$ cat src/rtl/logic_sweep_pkg.sv
// ============================================================================
// Module   : logic_sweep_pkg
// Brief    : Shared types and constants for the truth-table sweep controller.
// Revision : 1.0 - initial release
// ============================================================================
`default_nettype none

package logic_sweep_pkg;

    localparam int VEC_W   = 3;
    localparam int NUM_VEC = 8;

    // Golden table for X = A | C, bit i corresponds to vector {A,B,C} = i
    localparam logic [NUM_VEC-1:0] EXPECTED_DEFAULT = 8'hFA;

    typedef enum logic [2:0] {
        ST_IDLE   = 3'd0,
        ST_DRIVE  = 3'd1,
        ST_SETTLE = 3'd2,
        ST_SAMPLE = 3'd3,
        ST_DONE   = 3'd4
    } sweep_state_t;

    function automatic logic [VEC_W-1:0] lowest_set_idx(input logic [NUM_VEC-1:0] mask);
        logic [VEC_W-1:0] idx;
        idx = '0;
        for (int i = NUM_VEC - 1; i >= 0; i--) begin
            if (mask[i]) idx = VEC_W'(i);
        end
        return idx;
    endfunction

endpackage

`default_nettype wire

$ cat src/rtl/logic_sweep_timer.sv
// ============================================================================
// Module   : logic_sweep_timer
// Brief    : Settle down-counter; loaded on DRIVE, expires on the last settle cycle.
// Revision : 1.0 - initial release
// ============================================================================
`default_nettype none

module logic_sweep_timer
    import logic_sweep_pkg::*;
#(
    parameter int CYCLES = 2
) (
    input  logic clk,
    input  logic rst,
    input  logic load,
    input  logic en,
    output logic expire
);

    logic [3:0] r_cnt;

    always_ff @(posedge clk) begin
        if (rst) begin
            r_cnt <= 4'd0;
        end else if (load) begin
            r_cnt <= 4'(CYCLES);
        end else if (en && (r_cnt != 4'd0)) begin
            r_cnt <= r_cnt - 4'd1;
        end
    end

    assign expire = en && (r_cnt == 4'd1);

endmodule

`default_nettype wire

$ cat src/rtl/logic_sweep_ctrl.sv
// ============================================================================
// Module   : logic_sweep_ctrl
// Brief    : Sweeps all 8 {A,B,C} vectors into a combinational block and
//            compares the responses against a golden truth table.
//            Build option: SWEEP_STOP_ON_FAIL_EN ends the sweep on first mismatch.
// Revision : 1.0 - initial release
// ============================================================================
`default_nettype none

module logic_sweep_ctrl
    import logic_sweep_pkg::*;
#(
    parameter int                 SETTLE_CYCLES = 2,
    parameter logic [NUM_VEC-1:0] EXPECTED      = EXPECTED_DEFAULT
) (
    input  logic               clk,
    input  logic               rst,
    input  logic               start,
    input  logic               abort,
    input  logic               x_in,
    output logic [VEC_W-1:0]   abc_out,
    output logic               busy,
    output logic               done,
    output logic               pass,
    output logic [NUM_VEC-1:0] result,
    output logic [NUM_VEC-1:0] fail_mask,
    output logic [VEC_W-1:0]   fail_idx,
    output logic               aborted
);

`ifdef SWEEP_STOP_ON_FAIL_EN
    localparam bit c_stop_on_fail = 1'b1;
`else
    localparam bit c_stop_on_fail = 1'b0;
`endif

    sweep_state_t       r_state;
    sweep_state_t       w_state_nxt;
    logic [VEC_W-1:0]   r_idx;
    logic [VEC_W-1:0]   r_abc;
    logic               r_done;
    logic               r_pass;
    logic [NUM_VEC-1:0] r_result;
    logic [NUM_VEC-1:0] r_fail_mask;
    logic [VEC_W-1:0]   r_fail_idx;
    logic               r_aborted;
    logic               w_timer_load;
    logic               w_timer_en;
    logic               w_expire;
    logic               w_mismatch;
    logic               w_last_vec;

    logic_sweep_timer #(
        .CYCLES (SETTLE_CYCLES)
    ) u_timer (
        .clk    (clk),
        .rst    (rst),
        .load   (w_timer_load),
        .en     (w_timer_en),
        .expire (w_expire)
    );

    assign w_mismatch = x_in ^ EXPECTED[r_idx];
    assign w_last_vec = (r_idx == VEC_W'(NUM_VEC - 1));

    always_comb begin
        w_state_nxt  = r_state;
        w_timer_load = 1'b0;
        w_timer_en   = 1'b0;
        case (r_state)
            ST_IDLE: begin
                if (start) w_state_nxt = ST_DRIVE;
            end
            ST_DRIVE: begin
                w_timer_load = 1'b1;
                w_state_nxt  = abort ? ST_DONE : ST_SETTLE;
            end
            ST_SETTLE: begin
                w_timer_en = 1'b1;
                if (abort)         w_state_nxt = ST_DONE;
                else if (w_expire) w_state_nxt = ST_SAMPLE;
            end
            ST_SAMPLE: begin
                if (abort || w_last_vec || (c_stop_on_fail && w_mismatch))
                    w_state_nxt = ST_DONE;
                else
                    w_state_nxt = ST_DRIVE;
            end
            ST_DONE: begin
                w_state_nxt = ST_IDLE;
            end
            default: begin
                w_state_nxt = ST_IDLE;
            end
        endcase
    end

    always_ff @(posedge clk) begin
        if (rst) begin
            r_state     <= ST_IDLE;
            r_idx       <= '0;
            r_abc       <= '0;
            r_done      <= 1'b0;
            r_pass      <= 1'b0;
            r_result    <= '0;
            r_fail_mask <= '0;
            r_fail_idx  <= '0;
            r_aborted   <= 1'b0;
        end else begin
            r_state <= w_state_nxt;
            r_done  <= 1'b0;
            case (r_state)
                ST_IDLE: begin
                    if (start) begin
                        r_idx       <= '0;
                        r_result    <= '0;
                        r_fail_mask <= '0;
                        r_pass      <= 1'b0;
                        r_fail_idx  <= '0;
                        r_aborted   <= 1'b0;
                    end
                end
                ST_DRIVE: begin
                    if (abort) r_aborted <= 1'b1;
                    else       r_abc     <= r_idx;
                end
                ST_SETTLE: begin
                    if (abort) r_aborted <= 1'b1;
                end
                ST_SAMPLE: begin
                    // An abort landing on the sample edge leaves that vector unsampled
                    if (abort) begin
                        r_aborted <= 1'b1;
                    end else begin
                        r_result[r_idx]    <= x_in;
                        r_fail_mask[r_idx] <= w_mismatch;
                        if (w_state_nxt == ST_DRIVE) r_idx <= r_idx + VEC_W'(1);
                    end
                end
                ST_DONE: begin
                    r_done     <= 1'b1;
                    r_pass     <= (r_fail_mask == '0) && !r_aborted;
                    r_fail_idx <= lowest_set_idx(r_fail_mask);
                end
                default: begin
                end
            endcase
        end
    end

    assign abc_out   = r_abc;
    assign busy      = (r_state != ST_IDLE);
    assign done      = r_done;
    assign pass      = r_pass;
    assign result    = r_result;
    assign fail_mask = r_fail_mask;
    assign fail_idx  = r_fail_idx;
    assign aborted   = r_aborted;

endmodule

`default_nettype wire

$ cat config.mk
export PLATFORM = sky130hd
export DESIGN_NAME = logic_sweep_ctrl
export DESIGN_NICKNAME = d
export VERILOG_FILES = /design/src/rtl/logic_sweep_pkg.sv /design/src/rtl/logic_sweep_timer.sv /design/src/rtl/logic_sweep_ctrl.sv
export SDC_FILE = /design/constraint.sdc
export NUM_CORES = 1
export LEC_CHECK = 0
export ABC_AREA = 1
export CORE_AREA = 2 2 61 63
export CTS_CLUSTER_SIZE = 16
export DETAILED_ROUTE_END_ITERATION = 6
export DIE_AREA = 0 0 63 65
export PLACE_DENSITY = 0.83
export SYNTH_ARGS = -nofsm -noshare
export SYNTH_HDL_FRONTEND = slang
export SYNTH_SLANG_ARGS = --single-unit
$ cat constraint.sdc
create_clock -name clk -period 3.95 [get_ports clk]
set_clock_uncertainty 0.05 [all_clocks]
set_input_delay 0.9875 -clock clk [delete_from_list [all_inputs] [get_ports clk]]
set_output_delay 0.9875 -clock clk [all_outputs]
set_load 0.02 [all_outputs]
# Word-level counts from Yosys, hierarchy flattened
# Memory sizes are Yosys's and may differ from the RTL's. A register that Yosys moved wholly into a read port is not among the register bits.
# Cells that the tools add are included.
word_totals:
  ff_bits: 35
  romBits: 8
  elab_cells: 90
  mem_count: 1
  inputBits: 5
  out_inout_bits: 26
classes:
  n_eq_ne: 11
  n_bitwise: 2
  magnitude_cmp: 2
  muxes: 40
  add_sub_neg: 2
  reduce_logical: 21
memory_table:
  columns: ["name", "depth", "word_bits", "rd", "rd_ports_with_merged_regs", "write_ports", "line_no", "rtl"]
  rows:
  - ["(name not given)", 8, 1, 1, 1, 0, "logic_sweep_ctrl.sv:63", "assign w_mismatch = x_in ^ EXPECTED[r_idx];"]
ops:
  columns: ["operator", "n"]
  rows:
  - ["3-bit 2-to-1 mux", 18]
  - ["8-bit case mux with 2 select lines", 2]
  - ["8-bit 2-to-1 mux", 3]
  - ["8-bit bitwise mux", 2]
  - ["3-bit case mux with 2 select lines", 2]
  - ["3-bit case mux with 4 select lines", 1]
  - ["8-bit zero test", 1]
  - ["2-bit nonzero test", 4]
  - ["1-bit 2-to-1 mux", 7]
  - ["3-bit by 1-bit == test with 1-bit output, second input constant", 2]
  - ["3-bit by 2-bit == test with 1-bit output, second input constant", 2]
  - ["3-bit == test, second input constant", 2]
  - ["2-bit != test, second input constant", 3]
  - ["3-bit AND reduction", 2]
  - ["4-bit by 1-bit == test with 1-bit output, second input constant", 1]
  - ["1-bit logical AND", 4]
  - ["3-bit by 4-bit < comparator with 1-bit output, second input constant", 1]
  - ["2-bit 2-to-1 mux", 2]
  - ["1-bit case mux with 2 select lines", 2]
  - ["2-bit AND reduction", 2]
  - ["4-bit AND reduction", 1]
  - ["4-bit nonzero test", 1]
  - ["4-bit by 1-bit subtractor with 4-bit output, second input constant", 1]
  - ["3-bit by 1-bit adder with 3-bit output, second input constant", 1]
  - ["11 further kinds", 11]

# Longest topological paths before layout
logic_depth:
  depth_word: 12
  mapped_depth: 9
  mapped_depth_nobuf: 9

# Hierarchy
# A second synthesis with hierarchy kept.
hier_totals:
  hier_cells: 252
  area_unflattened_um2: 1739.2
by_module_without_submodules:
  columns: ["mod", "cells_each", "seq_area_each_um2", "area_each_um2", "n_inst"]
  rows:
  - ["logic_sweep_ctrl", 213, 640.6, 1490.2, 1]
  - ["logic_sweep_timer", 39, 80.1, 249.0, 1]

# Worst setup path before layout
# No wires, ideal clock.
synth_path:
  path_kind: "input -> register"
  start: "in abort"
  end: "reg with a tool-made name"
  n_path_buf: 0
  arrival_time_ns: 1.650
  cell_stages: 7
  required_time_ns: 3.842
  setup_ns: 0.058
  setup_slack_ns: 2.192
  cell_sequence: "nor2_1 > nand4_1 > inv_1 > nand2_1 > a21oi_1 > inv_1 > nand2_1"
synth_rtl:
  columns: ["item", "line_no", "rtl"]
  rows:
  - ["start, declared", "logic_sweep_ctrl.sv:19", "input logic abort,"]

# Worst setup path after layout
layout_path:
  start: "reg r_state[0]"
  end: "out busy"
layout_between:
  elab_chain_len: 1
layout_rtl:
  columns: ["item", "line_no", "rtl"]
  rows:
  - ["start, declared", "logic_sweep_ctrl.sv:37", "sweep_state_t r_state;"]
  - ["start signal, assigned", "logic_sweep_ctrl.sv:110", "r_state <= w_state_nxt;"]
  - ["3-bit nonzero test", "logic_sweep_ctrl.sv:152", "assign busy = (r_state != ST_IDLE);"]
  - ["end, declared", "logic_sweep_ctrl.sv:22", "output logic busy,"]
# No other way between the ends.

==> results.py <==
metrics = {
    "timing": {
        "tightest_slew_ns": 0.819,
        "tns_ns": 0,
        "hold_viol_final": 0,
        "max_slew_margin": 0.454,
        "whs_ns": 0.422,
        "fmax_mhz": 389,
        "rsz0062_at_grt": "false",
        "fin_crit_ns": 2.57,
        "slew_violations": 0,
        "setup_viol_count_final": 0,
        "finalCritPeriodShare": 0.651,
    },
    "placed_design": {
        "hpwl_um": 2550,
        "gp_congestion": 0.793,
        "port_buffers": 30,
    },
    "clock_tree": {
        "clock_path_buffers": 2,
        "cts_hold_buffers": 0,
        "cts_htree_levels": 2,
        "post_cts_resized": 0,
        "clkTransAtPathRegs_ns": 0.11,
        "cts_tree": "done",
        "cts_buffers": 5,
        "clk_latency_ns": 0.34,
        "clock_sinks": 36,
        "cts_setup_buffers": 0,
        "root_buffer": "clkbuf_4",
    },
    "die": {
        "start_util": 0.471,
        "coreArea_um2": 3500,
        "die-area_um2": 4100,
        "chipHeight_um": 65,
        "dieWidth_um": 63,
        "rows": 22,
        "pin_count": 31,
    },
    "route": {
        "drc_errors": 0,
        "wirelength_um": 3480,
        "dr.pass1.iters": 4,
        "avgViaCountPerCell": 5.06,
        "dr.max_layer_used": "met4",
        "route.met2.wl_um": 1550,
        "drt-met1-wl_um": 1680,
        "post_drt_wl_per_cell_um": 11.2,
        "wl_met3_um": 151,
        "drt_iter0_drc": 95,
        "ant_nets": 0,
        "vias": 1573,
    },
    "setup_path": {
        "cpLargestDelayFamily": "buffers and inverters",
        "slowest_stage": "clkdlybuf4s50_1",
        "cp.depth": 3,
        "cp_data_arrival_time_ns": 1.53,
        "path_max_fanout": 5,
        "cp-start-kind": "flip-flop",
        "critPathKind": "reg -> out",
        "path_cells": "nor2_2 -> nand2_1 -> clkdlybuf4s50_1",
        "cp_num_buf_inv": 1,
        "cp_data_required_time_ns": 2.91,
        "slowest_delay_ns": 0.54,
        "crit_path_end_kind": "primary output",
        "rr_worst_depth": 5,
    },
    "power": {
        "worst_ir_drop_vdd_mv": 0.149,
        "p_leak_nw": 0.845,
        "power_density_nw_per_um2": 311,
    },
    "synthesis": {
        "synth_nets": 240,
        "syn_inst": 231,
        "ys_types": 22,
        "syn_area_um2": 1650,
        "ys_warn_count": 0,
        "synth_seq_area_share": 0.437,
        "ys_seq_elements": 36,
        "syn_area_per_cell_um2": 7.13,
    },
    "layout": {
        "mostFrequentLayoutCell": "nand2_1",
        "multi_input_area_um2": 762,
        "syn_to_final_growth_pct": 22.9,
        "nFillCells": 339,
        "regArea_um2": 721,
        "final_util": 0.579,
        "final_cell_mix": "nand2_1 (45), dfxtp_1 (36), nand3_1 (33)",
        "fin_nets": 272,
        "drive_gt1_frac": 0.0456,
        "diodes": 0,
    },
    "grt": {
        "grt_max_degree": 25,
        "grt_pass1_wl_um": 6350,
        "track_usage": 0.196,
        "antenna_found_initial": 0,
        "grt_pass1_vias": 1473,
        "gr-total-overflow": 0,
    },
    "min_path": {
        "hold_path_depth": 2,
        "hp-class": "reg -> reg",
    },
    "job": {
        "maxCapViolCount": 0,
    },
    "outcome": {
        "status": "finished, final reports clean",
    },
}
==> through the flow <==
stage	cell area, µm²	power, mW	cells	setup WS, ns
after floorplan	1650	0.435	231	2.19
after global routing	2020	0.663	311	1.31
after global placement	1980	0.452	304	1.29
after CTS	2020	0.634	311	1.36
final	2020	0.630	311	1.38
after detailed placement	1980	0.454	304	1.19
==> layout make-up <==
type,count,share of cell area
Multi-Input combinational cell,155,0.376
Sequential cell,36,0.356
Timing Repair Buffer,31,0.152
Inverter,34,0.0630
Tap cell,48,0.0297
Clock buffer,6,0.0204
Clock inverter,1,0.00247
==> registers in the layout (all words and copies together) (netlist names), named ones only <==
register       cells
pass               1
fail_mask          8
done               1
r_idx              3
result             8
fail_idx           3
abc_out            3
r_state            3
aborted            1
u_timer.r_cnt      4
==> cells by family (layout without fill, tap and decap cells) <==
group,after synthesis,in the layout,share of synthesized area
AND/OR/NAND/NOR,100,100,0.265
AO/OA/AOI/OAI,49,49,0.156
XOR/XNOR,2,2,0.0106
buffers and inverters,40,72,0.100
flip-flops,36,36,0.437
adder cells (fa/ha/maj),4,4,0.0304
==> power breakdown <==
part | total [mW] | internal, mW | switching (mW)
logic | 0.0704 | 0.0260 | 0.0444
registers | 0.376 | 0.370 | 0.00628
clock network | 0.183 | 0.0655 | 0.118
total | 0.630 | 0.461 | 0.169
==> routing by layer <==
layer / GRT usage / vias up
met1: 0.240 / 708
met5: 0 / -
met4: 0.103 / 0
met2: 0.314 / 34
met3: 0.0556 / 9
li1: - / 822
==> synth_stat cells <==
cell type,n,area share
o21ai_0,7,0.021
o21bai_1,1,0.0046
a211oi_1,1,0.0046
nor2_2,1,0.0038
a21oi_1,29,0.088
nand2_1,45,0.10
nand3_1,33,0.10
nor3_1,2,0.0061
clkbuf_1,4,0.0091
xnor2_1,2,0.011
o21ai_1,9,0.027
buf_6,2,0.014
nand3b_1,1,0.0046
o41ai_1,1,0.0053
inv_1,32,0.073
nand3_2,1,0.0061
dfxtp_1,36,0.44
nand4_1,2,0.0076
o21ai_2,1,0.0053
inv_2,2,0.0046
nor2_1,15,0.034
ha_1,4,0.030
==> worst register-to-register path: stages (launching register included) <==
cell and delay (ns):
dfxtp_1 0.43, nand3_1 0.45, o21ai_2 0.83, o21ai_1 0.22, nand2_1 0.11, a21oi_1 0.06
==> final timing paths <==
check                                            from                     end  slack (ns)
worst max-delay path            r_state[0]$_SDFF_PP0_                    busy        1.38
worst min-delay path                pass$_SDFFE_PP0P_       pass$_SDFFE_PP0P_        0.42
worst max register to register  r_state[0]$_SDFF_PP0_  result[3]$_SDFFE_PP0P_        1.70
worst min register to register      pass$_SDFFE_PP0P_       pass$_SDFFE_PP0P_        0.42
Note: power is estimated with default switching activity, not from simulation.
